<file path="config.mk">
export PLATFORM = sky130hd
export DESIGN_NAME = div_unit
export DESIGN_NICKNAME = d
export VERILOG_FILES = /design/src/rtl/div_unit.sv
export SDC_FILE = /design/constraint.sdc
export NUM_CORES = 1
export LEC_CHECK = 0
export CELL_PAD_IN_SITES_DETAIL_PLACEMENT = 0
export CELL_PAD_IN_SITES_GLOBAL_PLACEMENT = 1
export CORE_AREA = 2 2 172 174
export CTS_CLUSTER_DIAMETER = 80
export CTS_CLUSTER_SIZE = 28
export DETAILED_ROUTE_END_ITERATION = 6
export DIE_AREA = 0 0 174 176
export PLACE_DENSITY_LB_ADDON = 0.1
export SYNTH_ARGS = -nofsm -noshare
export SYNTH_HDL_FRONTEND = slang
export SYNTH_SLANG_ARGS = --single-unit
</file>
<file path="constraint.sdc">
create_clock -name clk -period 5.35 [get_ports clk]
set_input_delay 0.8025 -clock clk [delete_from_list [all_inputs] [get_ports clk]]
set_output_delay 0.8025 -clock clk [all_outputs]
set_load 0.05 [all_outputs]
</file>
<file path="src/rtl/div_unit.sv">
// rtl/div_unit.sv - Multicycle signed radix-2 restoring divider for DIV (LO=quotient, HI=remainder)
module div_unit #(
   parameter int WIDTH = 32,
   parameter int CNT_W = 6
) (
   input  logic             clk,
   input  logic             reset,
   input  logic             DivOp,
   input  logic [WIDTH-1:0] dividend,
   input  logic [WIDTH-1:0] divisor,
   output logic [WIDTH-1:0] hi,
   output logic [WIDTH-1:0] lo,
   output logic             div_end,
   output logic             div_zero,
   output logic             busy
);

   typedef enum logic [1:0] {
      S_IDLE = 2'd0,
      S_CALC = 2'd1,
      S_FIX  = 2'd2
   } state_t;

   state_t           r_state;
   state_t           w_next;
   logic             w_start;
   logic             w_zero;
   logic [CNT_W-1:0] r_cnt;
   logic [WIDTH:0]   r_rem;
   logic [WIDTH-1:0] r_quo;
   logic [WIDTH-1:0] r_dvsr;
   logic             r_sign_q;
   logic             r_sign_r;
   logic [WIDTH-1:0] r_hi;
   logic [WIDTH-1:0] r_lo;
   logic             r_div_end;
   logic             r_div_zero;

   logic [WIDTH-1:0] w_abs_a;
   logic [WIDTH-1:0] w_abs_b;
   logic [WIDTH+1:0] w_shifted;
   logic [WIDTH+1:0] w_trial;
   logic             w_ge;

   assign w_abs_a = dividend[WIDTH-1] ? -dividend : dividend;
   assign w_abs_b = divisor[WIDTH-1]  ? -divisor  : divisor;

   // Remainder always stays below the divisor, so the shifted value fits WIDTH+1 bits;
   // the extra top bit of the trial acts as the borrow.
   assign w_shifted = {r_rem, r_quo[WIDTH-1]};
   assign w_trial   = w_shifted - {2'b00, r_dvsr};
   assign w_ge      = ~w_trial[WIDTH+1];

   always_ff @(posedge clk or posedge reset) begin
      if (reset) begin
         r_state <= S_IDLE;
      end else begin
         r_state <= w_next;
      end
   end

   always_comb begin
      w_next  = r_state;
      w_start = 1'b0;
      w_zero  = 1'b0;
      case (r_state)
         S_IDLE: begin
            if (DivOp) begin
               if (divisor == '0) begin
                  w_zero = 1'b1;
               end else begin
                  w_start = 1'b1;
                  w_next  = S_CALC;
               end
            end
         end
         S_CALC: begin
            if (r_cnt == CNT_W'(WIDTH - 1)) begin
               w_next = S_FIX;
            end
         end
         S_FIX: begin
            w_next = S_IDLE;
         end
         default: begin
            w_next = S_IDLE;
         end
      endcase
   end

   always_ff @(posedge clk or posedge reset) begin
      if (reset) begin
         r_cnt      <= '0;
         r_rem      <= '0;
         r_quo      <= '0;
         r_dvsr     <= '0;
         r_sign_q   <= 1'b0;
         r_sign_r   <= 1'b0;
         r_hi       <= '0;
         r_lo       <= '0;
         r_div_end  <= 1'b0;
         r_div_zero <= 1'b0;
      end else begin
         r_div_end  <= 1'b0;
         r_div_zero <= w_zero;
         if (w_start) begin
            r_quo    <= w_abs_a;
            r_dvsr   <= w_abs_b;
            r_sign_q <= dividend[WIDTH-1] ^ divisor[WIDTH-1];
            r_sign_r <= dividend[WIDTH-1];
            r_rem    <= '0;
            r_cnt    <= '0;
         end
         if (r_state == S_CALC) begin
            r_rem <= w_ge ? w_trial[WIDTH:0] : w_shifted[WIDTH:0];
            r_quo <= {r_quo[WIDTH-2:0], w_ge};
            r_cnt <= r_cnt + CNT_W'(1);
         end
         if (r_state == S_FIX) begin
            r_lo      <= r_sign_q ? -r_quo : r_quo;
            r_hi      <= r_sign_r ? -r_rem[WIDTH-1:0] : r_rem[WIDTH-1:0];
            r_div_end <= 1'b1;
         end
      end
   end

   assign hi       = r_hi;
   assign lo       = r_lo;
   assign div_end  = r_div_end;
   assign div_zero = r_div_zero;
   assign busy     = (r_state != S_IDLE);

endmodule
</file>
After elaboration in Yosys (flattened, before gate mapping)
Index checks and enable logic that the tools add are counted.
{"block": "word_totals", "reg_bits": 173, "input_bits": 67, "out_inout_bits": 67, "elab_cells": 52}
{"block": "op_classes", "muxes": 22, "reduce_logical": 5, "add_sub_neg": 6, "bitwise_logic": 2, "eq_ne": 6}
{"op": "32-bit two-way mux", "n": 6}
{"op": "32-bit negation", "n": 4}
{"op": "33-bit two-way mux", "n": 3}
{"op": "34-bit by 32-bit subtractor with 34-bit output", "n": 1}
{"op": "32-bit zero test", "n": 1}
{"op": "6-bit two-way mux", "n": 2}
{"op": "1-bit two-way mux", "n": 7}
{"op": "6-bit by 1-bit adder with 6-bit output (second input constant)", "n": 1}
{"op": "6-bit by 5-bit equality test with 1-bit output (second input constant)", "n": 1}
{"op": "2-bit two-way mux", "n": 3}
{"op": "2-bit inequality test (second input constant)", "n": 3}
{"op": "2-bit case mux with 2 select lines", "n": 1}
{"op": "2-bit nonzero test", "n": 2}
{"op": "3-bit AND reduction", "n": 1}
{"op": "2-bit by 1-bit equality test with 1-bit output (second input constant)", "n": 1}
{"op": "2-bit equality test (second input constant)", "n": 1}
{"op": "2-bit zero test", "n": 1}
{"op": "1-bit inverter", "n": 1}
{"op": "1-bit bitwise XOR", "n": 1}

Logic depth before layout (Yosys ltp)
Gate-level depths: netlist of the first run.
{"block": "logic_depth", "ltp_word": 6, "ltp_mapped": 14, "ltp_nobuf": 13}

Worst setup path after synthesis of the first run
OpenSTA, ideal clock, no wires.
{"block": "synth_path", "path_kind": "input-to-reg", "startpoint": "input port divisor[14]", "endpoint": "register r_rem[15]", "arrival_ns": 3.549, "path_stages": 11, "required_time_ns": 5.234, "setup_slack_ns": 1.685, "cell_sequence": "or4_1 or3_1 or3b_4 or2_1 or4_4 nor2b_1 buf_6 nor2_8 buf_4 nand2_1 o311ai_0"}
{"block": "synth_via", "elab_chain_len": 5}
{"element": "start: declaration", "line_no": "10", "text": "input logic [WIDTH-1:0] divisor,"}
{"element": "32-bit zero test", "line_no": "69", "text": "if (divisor == '0) begin"}
{"element": "1-bit two-way mux", "line_no": "69"}
{"element": "1-bit two-way mux", "line_no": "68", "text": "if (DivOp) begin"}
{"element": "1-bit two-way mux", "line_no": "66", "text": "case (r_state)"}
{"element": "2-bit nonzero test (no source line)"}
{"element": "end signal: assignment", "line_no": "115", "text": "r_rem <= w_ge ? w_trial[WIDTH:0] : w_shifted[WIDTH:0];"}
{"element": "end: declaration", "line_no": "29", "text": "logic [WIDTH:0] r_rem;"}
No other way between the ends.
A chain may end at the register's enable or synchronous reset.

Worst setup path in the final report of the first run
{"block": "layout_path", "startpoint": "input port divisor[14]", "endpoint": "register r_cnt[4]"}
{"block": "layout_via", "elab_chain_len": 5}
{"element": "32-bit zero test", "line_no": "69"}
{"element": "1-bit two-way mux", "line_no": "69"}
{"element": "1-bit two-way mux", "line_no": "68"}
{"element": "1-bit two-way mux", "line_no": "66"}
{"element": "2-bit nonzero test (no source line)"}
{"element": "end signal: assignment", "line_no": "117", "text": "r_cnt <= r_cnt + CNT_W'(1);"}
{"element": "end: declaration", "line_no": "28", "text": "logic [CNT_W-1:0] r_cnt;"}
No other way between the ends.

==> results of run 1 <==
placed cells by master, fill, tap and decap left out, types with 37 or more instances in the layout:
cell,count
xor2_1,96
inv_1,53
o21ai_0,204
nor2_1,49
xnor2_1,52
a21oi_1,41
clkdlybuf4s50_1,133
ha_1,37
dfrtp_1,173
nand2_1,191
worst max-delay path by stage:
stage	to	from	slack (ns)
after floorplan	r_rem[15]	divisor[14]	1.69
after global placement	r_quo[0]	divisor[8]	1.02
after detailed placement	r_cnt[2]	divisor[14]	0.97
after CTS	r_quo[0]	divisor[14]	1.43
after global routing	r_quo[24]	divisor[14]	1.28
final	r_cnt[4]	divisor[14]	1.43
final cells by class:
| cell class | instances | area (sq um) |
|---|---|---|
| clock buffer | 18 | 439 |
| sequential | 173 | 4330 |
| tap | 384 | 480 |
| fill | 2872 | 15300 |
| timing repair buffer | 145 | 1450 |
| multi-input combinational | 978 | 6240 |
| inverter | 54 | 206 |
| clock inverter | 14 | 123 |
per-stage QoR:
step / instances / setup slack (ns) / cell area (sq um)
after global placement: 1734 / 1.02 / 12700
after CTS: 1766 / 1.43 / 13300
after floorplan: 1269 / 1.69 / 11000
final: 1766 / 1.43 / 13300
after global routing: 1766 / 1.28 / 13300
after detailed placement: 1734 / 0.974 / 12700
power by group through the flow:
| stage | clock network (mW) | registers (mW) | logic, mW |
|---|---|---|---|
| after floorplan | 0 | 2.03 | 2.87 |
| after global placement | 0 | 2.23 | 3.48 |
| after detailed placement | 0 | 2.24 | 3.51 |
| after CTS | 1.24 | 2.21 | 3.52 |
| after global routing | 1.30 | 2.29 | 3.98 |
| final | 1.21 | 2.21 | 3.49 |
worst max-delay path, stage by stage:
cell and delay [ns]:
clkdlybuf4s50_1 0.45, or4_1 0.58, or3_1 0.36, or3b_4 0.44, or2_1 0.27, or4_4 0.52, nor2b_4 0.17, nor2_8 0.11
buf_4 0.33, a21oi_1 0.07, mux2i_1 0.15
sequential cells by signal, indices dropped and copies added (netlist names):
signal / cells
div_end: 1
div_zero: 1
hi: 32
lo: 32
r_cnt: 6
r_dvsr: 32
r_quo: 32
r_rem: 33
r_sign_q: 1
r_sign_r: 1
r_state: 2
metal layers:
| metal | wire [um] | GRT usage | vias up |
|---|---|---|---|
| met1 | 13600 | 0.253 | 4203 |
| met5 | 0 | 0 | - |
| met2 | 12700 | 0.300 | 152 |
| met3 | 820 | 0.0284 | 13 |
| li1 | - | - | 4713 |
| met4 | 240 | 0.0403 | 0 |
cells by family (layout without fill, tap and decap cells):
logic type	count (synthesis)	after routing	synth area share
buffers and inverters	118	231	0.0442
AO/OA/AOI/OAI	385	385	0.214
XOR/XNOR	148	148	0.118
flip-flops	173	173	0.393
multiplexers	31	31	0.0281
AND/OR/NAND/NOR	376	376	0.160
adder cells (fa/ha/maj)	38	38	0.0438
==> results by group, run 1 <==
CTS
  • Inserted Clock Buffers: 17
  • Post-CTS Setup Repair Bufs: 0
  • CTS tree: done
  • Cts repair resizes: 0
  • # H-tree levels: 4
  • Clock Latency Late Sink: 0.43 ns
  • Clock sinks: 173
  • Clock Path Buffers: 2
  • CTS root buf: clkbuf_16
  • Clk slew on worst S/H paths: 0.07 ns
  • Hold_buf cts: 0

Global route
  • First-pass GRT wire length: 45000 um
  • GRT overflow: 0
  • GRT Overall Usage: 0.182
  • Initial antenna violation count: 1
  • Pin count of the biggest net entering global routing: 136
  • Vias in the first global route: 8449

STA
  • Fmax: 255 MHz
  • Crit path time final: 3.92 ns
  • Clk_skew: 0.0127 ns
  • Final hold vios: 0
  • Slew headroom: 0.242
  • Final TNS setup: 0 ns
  • Setup Viol. Count Final: 0
  • Tcrit/Tclk final: 0.732
  • Worst Tran Pin Value: 1.14 ns
  • Unrepaired setup endpoints after global routing: false
  • Hold Slack: 0.477 ns
  • Fin. max-slew vios: 0

Critical path
  • R2r startpoint: r_rem[2]
  • Arr. time, crit path: 4.27 ns
  • Worst Path Required: 5.70 ns
  • Startpoint Class: primary input
  • Register-to-Register Path Depth: 12
  • CP Max Fanout: 30
  • Crit path capture type: register
  • Worst Setup Path Type: primary input to register
  • R2R Setup Slk: 1.91 ns
  • Reg-to-reg endpoint: r_rem[14]

Power and ir drop
  • Psw: 3.00 mW
  • Internal power: 3.92 mW
  • Clock power frac: 0.175
  • Comb power frac: 0.505
  • P_leak: 5.57 nW
  • PD cells: 521 mW/mm^2
  • Worst vdd ir: 0.261 mV
  • Switching Fraction: 0.433
  • Pwr Total: 6.92 mW
  • Reg power frac: 0.320

Run status
  • Status: finished clean

Route
  • Initial drt markers: 567
  • Final ANT Viol Nets: 0
  • Drt total wl: 27300 um
  • Drt pass-1 iters: 5
  • Vias: 9081
  • Vias/cell: 5.14
  • Drt drc: 0
  • WL/cell: 15.5 um

Floorplan
  • Die area: 0.0306 sq mm
  • Die Ht: 176 um
  • Cell Rows: 62
  • Core Region: 0.0285 sq mm
  • I/O Pins: 134
  • Chip width: 174 um
  • Initial core utilization: 0.386

Final layout
  • Share of layout cells above drive strength 1: 0.0449
  • # diodes: 0
  • Fin util: 0.465
  • Layout Nets: 1474
  • P&R area growth vs syn: 20.3%

Hold path
  • Hold WC Path Type: register to register
  • Min-delay src: hi[13]
  • Hold Path Depth: 2
  • Worst hold endpoint: hi[13]

Run
  • Max-Cap Viols: 0

Synth
  • Count leader, synth: o21ai_0
  • Top cell type's share of synthesized area: 0.393
  • Ys async rst share: 1.00
  • Syn Std Cell Area: 0.0110 sq mm
  • Post-Syn Nets: 1374
  • Post-synthesis cell type count: 61
  • Seq/Total Area, Yosys: 0.393
  • Yosys warns: 0
  • EDFF count, synth: 0
  • Mapped Cells: 1269
  • #FFs+latches synth: 173
  • Synth top area cells: dfrtp_1, o21ai_0, xor2_1
  • Synthesized area per cell: 8.69 sq um
  • Largest area contributor in the netlist: dfrtp_1
  • Most used DFF post-synth: dfrtp_1
  • Top post-synthesis cells by count: o21ai_0, nand2_1, dfrtp_1

Placed design
  • Dpl hpwl: 20200 um
  • Final Wtd Congestion: 0.812
  • PortBufs: 133
(Power assumes the default switching activity.)
==> run 2, diff against run 1 <==
Clock period 5.35 ns to 3.2 ns, I/O delays scaled along.
==> run 2 against run 1 <==
Register-to-register slack worse by 1.8 ns. Sequential power is 59% higher. Non-clock buffer count is 159 higher. Largest cell class unchanged. Clock skew is 0.0023 ns lower. Design area is 13% higher.
==> results by group, run 2 (synthesis results as in run 1) <==
Critical path
  • Register-to-Register Path Depth: 12
  • Worst stage delay on the critical path: 0.58 ns
  • Worst Path Required: 3.55 ns
  • Arr. time, crit path: 3.42 ns
  • CP Max Fanout: 4
  • R2R Setup Slk: 0.16 ns
  • CP Capture Point: r_quo[29]
  • R2r startpoint: r_rem[13]
  • Most common cell on crit path: or4_1
  • Reg-to-reg endpoint: r_rem[18]
  • CP max-delay cell: or4_1
  • Crit path capture type: register
  • Startpoint Class: primary input
  • CP Launch Point: dividend[2]
  • Crit-path cells: clkdlybuf4s50_1 > or4_1 > nor2_1 > nand3_1 > or4_1 > or3_1 > o41ai_2 > xnor2_1 > mux2i_1 > o21ai_0
  • Worst Setup Path Type: primary input to register

Power and ir drop
  • PD cells: 876 mW/mm^2
  • Worst vdd ir: 0.512 mV
  • Reg power frac: 0.268
  • Internal power: 7.72 mW
  • Comb power frac: 0.565
  • Clock power frac: 0.167
  • Pwr Total: 13.1 mW
  • Switching Fraction: 0.410
  • Psw: 5.37 mW
  • P_leak: 6.54 nW

STA
  • Final hold vios: 0
  • Fmax: 326 MHz
  • Crit path time final: 3.07 ns
  • Worst Tran Pin Value: 0.770 ns
  • Final worst slack: 0.132 ns
  • Tcrit/Tclk final: 0.959
  • Slew headroom: 0.486
  • Fin. max-slew vios: 0
  • Final TNS setup: 0 ns
  • Hold Slack: 0.352 ns
  • Setup Viol. Count Final: 0
  • Clk_skew: 0.0104 ns

Run
  • Max-Cap Viols: 0

Final layout
  • P&R area growth vs syn: 35.6%
  • # diodes: 0
  • Largest register by flop count: r_rem
  • Fin util: 0.524
  • Commonest non-fill, non-tap cell in the layout: nand2_1
  • Max reg flops: 33
  • Share of layout cells above drive strength 1: 0.160
  • Layout Nets: 1633
  • FILL cells: 2757
  • Final Non-Filler Cells: 1925
  • Fin area: 0.0150 sq mm
  • Commonest cells after routing, fill and taps aside: nand2_1, o21ai_0, dfrtp_1

Global route
  • GRT Overall Usage: 0.197
  • Vias in the first global route: 9312
  • Pin count of the biggest net entering global routing: 80
  • GRT overflow: 0
  • First-pass GRT wire length: 48500 um
  • Initial antenna violation count: 0

Route
  • DRT met1 WL: 14300 um
  • Final ANT Viol Nets: 0
  • Vias: 9730
  • Drt total wl: 29900 um
  • Drt pass-1 iters: 5
  • Initial drt markers: 519
  • Top sig layer: met4
  • Met3 wire length: 906 um
  • Vias/cell: 5.05
  • Met2 WL: 14400 um
  • WL/cell: 15.5 um
  • Drt drc: 0

CTS
  • Clock Latency Late Sink: 0.43 ns
  • Clk slew on worst S/H paths: 0.07 ns
  • CTS root buf: clkbuf_16
  • Inserted Clock Buffers: 17
  • Clock sinks: 173
  • CTS tree: done
  • Clock Path Buffers: 2
  • # H-tree levels: 4

Floorplan
  • Initial core utilization: 0.386
  • Die area: 0.0306 sq mm
  • Chip width: 174 um
  • Cell Rows: 62
  • I/O Pins: 134
  • Core Region: 0.0285 sq mm
  • Die Ht: 176 um

Hold path
  • Hold WC Path Type: primary input to async pin

Run status
  • Status: finished clean

Placed design
  • Cells after DPL: 1874
  • DP Worst Slack: -0.640 ns
  • PortBufs: 133
  • Placed inst area: 0.0138 sq mm
  • Final Wtd Congestion: 0.839
  • Dpl hpwl: 21600 um
-- run 2: cell count changes in the layout (fill, tap and decap cells not counted), sizes merged, moves of 2 or more --
| cell | change |
|---|---|
| dlygate4sd2 | +4 |
| inv | -3 |
| bufinv | +3 |
| dlymetal6s2s | +2 |
| clkbuf | +6 |
| clkdlybuf4s50 | -10 |
| buf | +156 |
-- run 2: timing repair --
item | CTS | global route
gates cloned | 5 | 3
hold buffers | 0 | 0
endpoints found under the setup margin | 85 | 73
pin swaps | 9 | 10
gates resized for setup | 26 | 33
setup buffers | 8 | 5
-- run 2: area by class of cell --
| type | instances | area, sq um | share of cell area |
|---|---|---|---|
| clock buffers | 18 | 429 | 0.0287 |
| repair buffers | 304 | 2930 | 0.196 |
| inverters | 54 | 206 | 0.0138 |
| flip-flops and latches | 173 | 4330 | 0.290 |
| well taps | 384 | 480 | 0.0321 |
| multi-input cells | 978 | 6390 | 0.428 |
| clock inverters | 14 | 181 | 0.0121 |
-- run 2: power groups by stage --
stage	Sequential (mW)	Clock (mW)	Combinational (mW)
after detailed placement	3.52	0	7.11
after CTS	3.48	2.25	7.21
after global placement	3.50	0	7.01
final	3.51	2.19	7.39
after floorplan	3.40	0	4.86
after global routing	3.60	2.34	8.30
-- run 2: per-layer routing --
layer / global-route usage / vias up
li1: - / 5045
met1: 0.267 / 4515
met2: 0.339 / 154
met3: 0.0289 / 16
met4: 0.0371 / 0
met5: 0 / -
-- run 2: how the worst min path moves through the flow --
stage / from / end / slack, ns / cells after the start
after global routing: reset / lo[25] / 0.34 / 2
after CTS: reset / lo[25] / 0.34 / 2
after detailed placement: lo[17] / lo[17] / 0.47 / 2
after global placement: lo[17] / lo[17] / 0.46 / 2
after floorplan: r_dvsr[18] / r_dvsr[18] / 0.45 / 2
final: reset / lo[25] / 0.35 / 2
-- run 2: worst max-delay path, delay by kind of cell --
family / cells / cell delay, ns
AOI/OAI and AO/OA: 2 / 0.37
xor gates and xnor gates: 1 / 0.16
buffers and inverters: 1 / 0.41
muxes: 1 / 0.08
and+or+nand+nor: 5 / 1.91
==> run 3, diff against run 2 <==
Settings changed: CTS_CLUSTER_SIZE 28 to 16.
Clock period 3.2 ns to 2.6 ns, I/O delays scaled along.
==> run 3 against run 2 <==
The run now ends with negative setup slack left. Power increased by 56%. Setup slack got worse by 0.57 ns. Die area unchanged. Global-route usage increased by 3.0 points. Clock power increased by 19%. Clock-buffer cell count unchanged. Combinational power increased by 84%. Flip-flop and latch count unchanged. Design area increased by 19%. Routed wire length increased by 17%. Non-clock buffer count increased by 197. Critical path depth increased by 4. Critical path type is now register to register. Largest cell class unchanged.
==> results by group, run 3 (synthesis results as in run 1) <==
Critical path
  • Reg-to-reg endpoint: r_rem[18]
  • Worst Setup Path Type: register to register
  • Most common cell on crit path: buf_6
  • Worst stage delay on the critical path: 0.46 ns
  • Crit. path cell count: 14
  • Delay-heaviest family, CP: compound AO/OA/AOI/OAI gates
  • CP Max Fanout: 5
  • R2r startpoint: r_dvsr[0]
  • R2R Setup Slk: -0.43 ns
  • CP Buf/Inv Count: 4
  • Worst Path Required: 2.92 ns
  • Crit path capture type: register
  • Startpoint Class: register
  • Arr. time, crit path: 3.36 ns
  • CP Launch Point: r_dvsr[0]
  • Register-to-Register Path Depth: 14
  • Crit-path cells: ha_4 > buf_4 > nor2b_4 > o2111ai_2 > a21o_1 > nand3_4 > a31oi_4 > a2111o_1 > o211ai_1 > buf_6 > buf_8 > buf_6 > mux2i_1 > o21ai_1
  • CP max-delay cell: dfrtp_2

Placed design
  • PortBufs: 133
  • Placed inst area: 0.0151 sq mm
  • Dpl hpwl: 25000 um
  • Final Wtd Congestion: 0.899

Final layout
  • P&R area growth vs syn: 60.8%
  • Fin area: 0.0177 sq mm
  • Sequential cell area: 0.00433 sq mm
  • Layout Nets: 1830
  • Commonest non-fill, non-tap cell in the layout: buf_4
  • # diodes: 0
  • Max reg flops: 33
  • Area of the multi-input gates: 0.00744 sq mm
  • Share of layout cells above drive strength 1: 0.353
  • FILL cells: 2482
  • Commonest cells after routing, fill and taps aside: buf_4, dfrtp_1, nand2_1
  • Largest register by flop count: r_rem

Route
  • Drt total wl: 35000 um
  • Vias/cell: 5.10
  • Drt drc: 0
  • Drt pass-1 iters: 4
  • Final ANT Viol Nets: 0
  • Initial drt markers: 675
  • WL/cell: 16.5 um
  • Vias: 10819

CTS
  • CTS tree: done
  • # H-tree levels: 4
  • Inserted Clock Buffers: 17
  • CTS root buf: clkbuf_16
  • Clock sinks: 173
  • Clk slew on worst S/H paths: 0.07 ns
  • Clock Path Buffers: 2
  • Clock Latency Late Sink: 0.45 ns

Global route
  • Met2 usage: 0.329
  • Busiest layer in global routing: met1
  • First-pass GRT wire length: 55200 um
  • GRT overflow: 0
  • Grt met1 use: 0.358
  • Pin count of the biggest net entering global routing: 70
  • GRT Overall Usage: 0.228
  • Vias in the first global route: 10209
  • Met3 Track Usage GR: 0.0329
  • Initial antenna violation count: 0

Floorplan
  • Core Region: 0.0285 sq mm
  • Cell Rows: 62
  • I/O Pins: 134
  • Die Ht: 176 um
  • Initial core utilization: 0.386
  • Chip width: 174 um
  • Die area: 0.0306 sq mm

STA
  • Worst Tran Pin Value: 0.994 ns
  • Slew headroom: 0.332
  • Crit path time final: 3.03 ns
  • Unrepaired setup endpoints after global routing: true
  • Hold Slack: 0.248 ns
  • Clk_skew: 0.0165 ns
  • Final hold vios: 0
  • Final worst slack: -0.434 ns
  • Setup Viol. Count Final: 116
  • Tcrit/Tclk final: 1.17
  • Fmax: 330 MHz
  • Fin. max-slew vios: 0

Hold path
  • Hold WC Path Type: primary input to async pin

Run
  • Max-Cap Viols: 0

Run status
  • Status: finished, violations left
  • Failing checks: negative setup slack

Power and ir drop
  • PD cells: 1150 mW/mm^2
  • P_leak: 8.01 nW
  • Worst vdd ir: 0.691 mV
[run 3: changes by cell type in the layout (fill, tap and decap cells not counted), moves of 10 or more]
| cell | change |
|---|---|
| buf_4 | +156 |
| buf_6 | +28 |
| nand2_1 | -42 |
| nand2_2 | +16 |
| nand2_4 | +26 |
| nor2_1 | -10 |
| o21ai_0 | -88 |
| o21ai_1 | +50 |
| o21ai_2 | +37 |
| o31ai_1 | -11 |
[run 3: cell type report]
| class | instances | share of cell area |
|---|---|---|
| multi-input cells | 978 | 0.419 |
| repair buffers | 501 | 0.265 |
| flip-flops and latches | 173 | 0.244 |
| well taps | 384 | 0.0271 |
| clock buffers | 18 | 0.0248 |
| inverters | 54 | 0.0116 |
| clock inverters | 14 | 0.00818 |
[run 3: worst max-delay path by stage]
stage	end	slack, ns
3_5_place_dp	r_quo[11]	-1.16
3_3_place_gp	r_quo[10]	-1.13
5_1_grt	r_rem[26]	-0.54
2_1_floorplan	r_quo[10]	-0.61
6_report	r_rem[18]	-0.43
4_1_cts	r_rem[4]	-0.33
[run 3: worst register-to-register path: cells and delay by family, from the launching register on]
kind	cells	cell delay, ns
buffers and inverters	4	0.58
adders and majority gates	1	0.19
AOI/OAI and AO/OA	6	1.22
DFF	1	0.46
muxes	1	0.22
and+or+nand+nor	2	0.24
[run 3: what timing repair did]
item                                    4_1_cts  5_1_grt
gates resized for setup                     251      143
cloned                                       12        4
hold endpoints to repair                      0        0
pin swaps                                    74       53
hold buffers                                  0        0
endpoints found under the setup margin      125      132
setup buffers                                39       23
[run 3: metrics by stage]
stage	setup WS [ns]	setup TNS (ns)	instances	total power, mW	util
2_1_floorplan	-0.614	-57.82	1269	10.3	-
3_3_place_gp	-1.13	-112.74	2023	14.8	0.529
3_5_place_dp	-1.16	-114.98	2023	15.0	0.529
4_1_cts	-0.330	-27.31	2106	19.2	0.596
5_1_grt	-0.539	-40.26	2122	21.8	0.621
6_report	-0.434	-32.77	2122	20.4	0.621
[run 3: where the power goes]
| group | total (mW) | internal [mW] | switching [mW] |
|---|---|---|---|
| Combinational | 13.6 | 7.10 | 6.48 |
| Sequential | 4.18 | 3.46 | 0.712 |
| Clock | 2.61 | 1.38 | 1.23 |
| Total | 20.4 | 12.0 | 8.42 |
[run 3: metal layers]
metal | share of wire | wire length [um]
met1 | 0.52 | 18100
met3 | 0.048 | 1670
met4 | 0.0093 | 325
met2 | 0.43 | 14900
met5 | 0 | 0
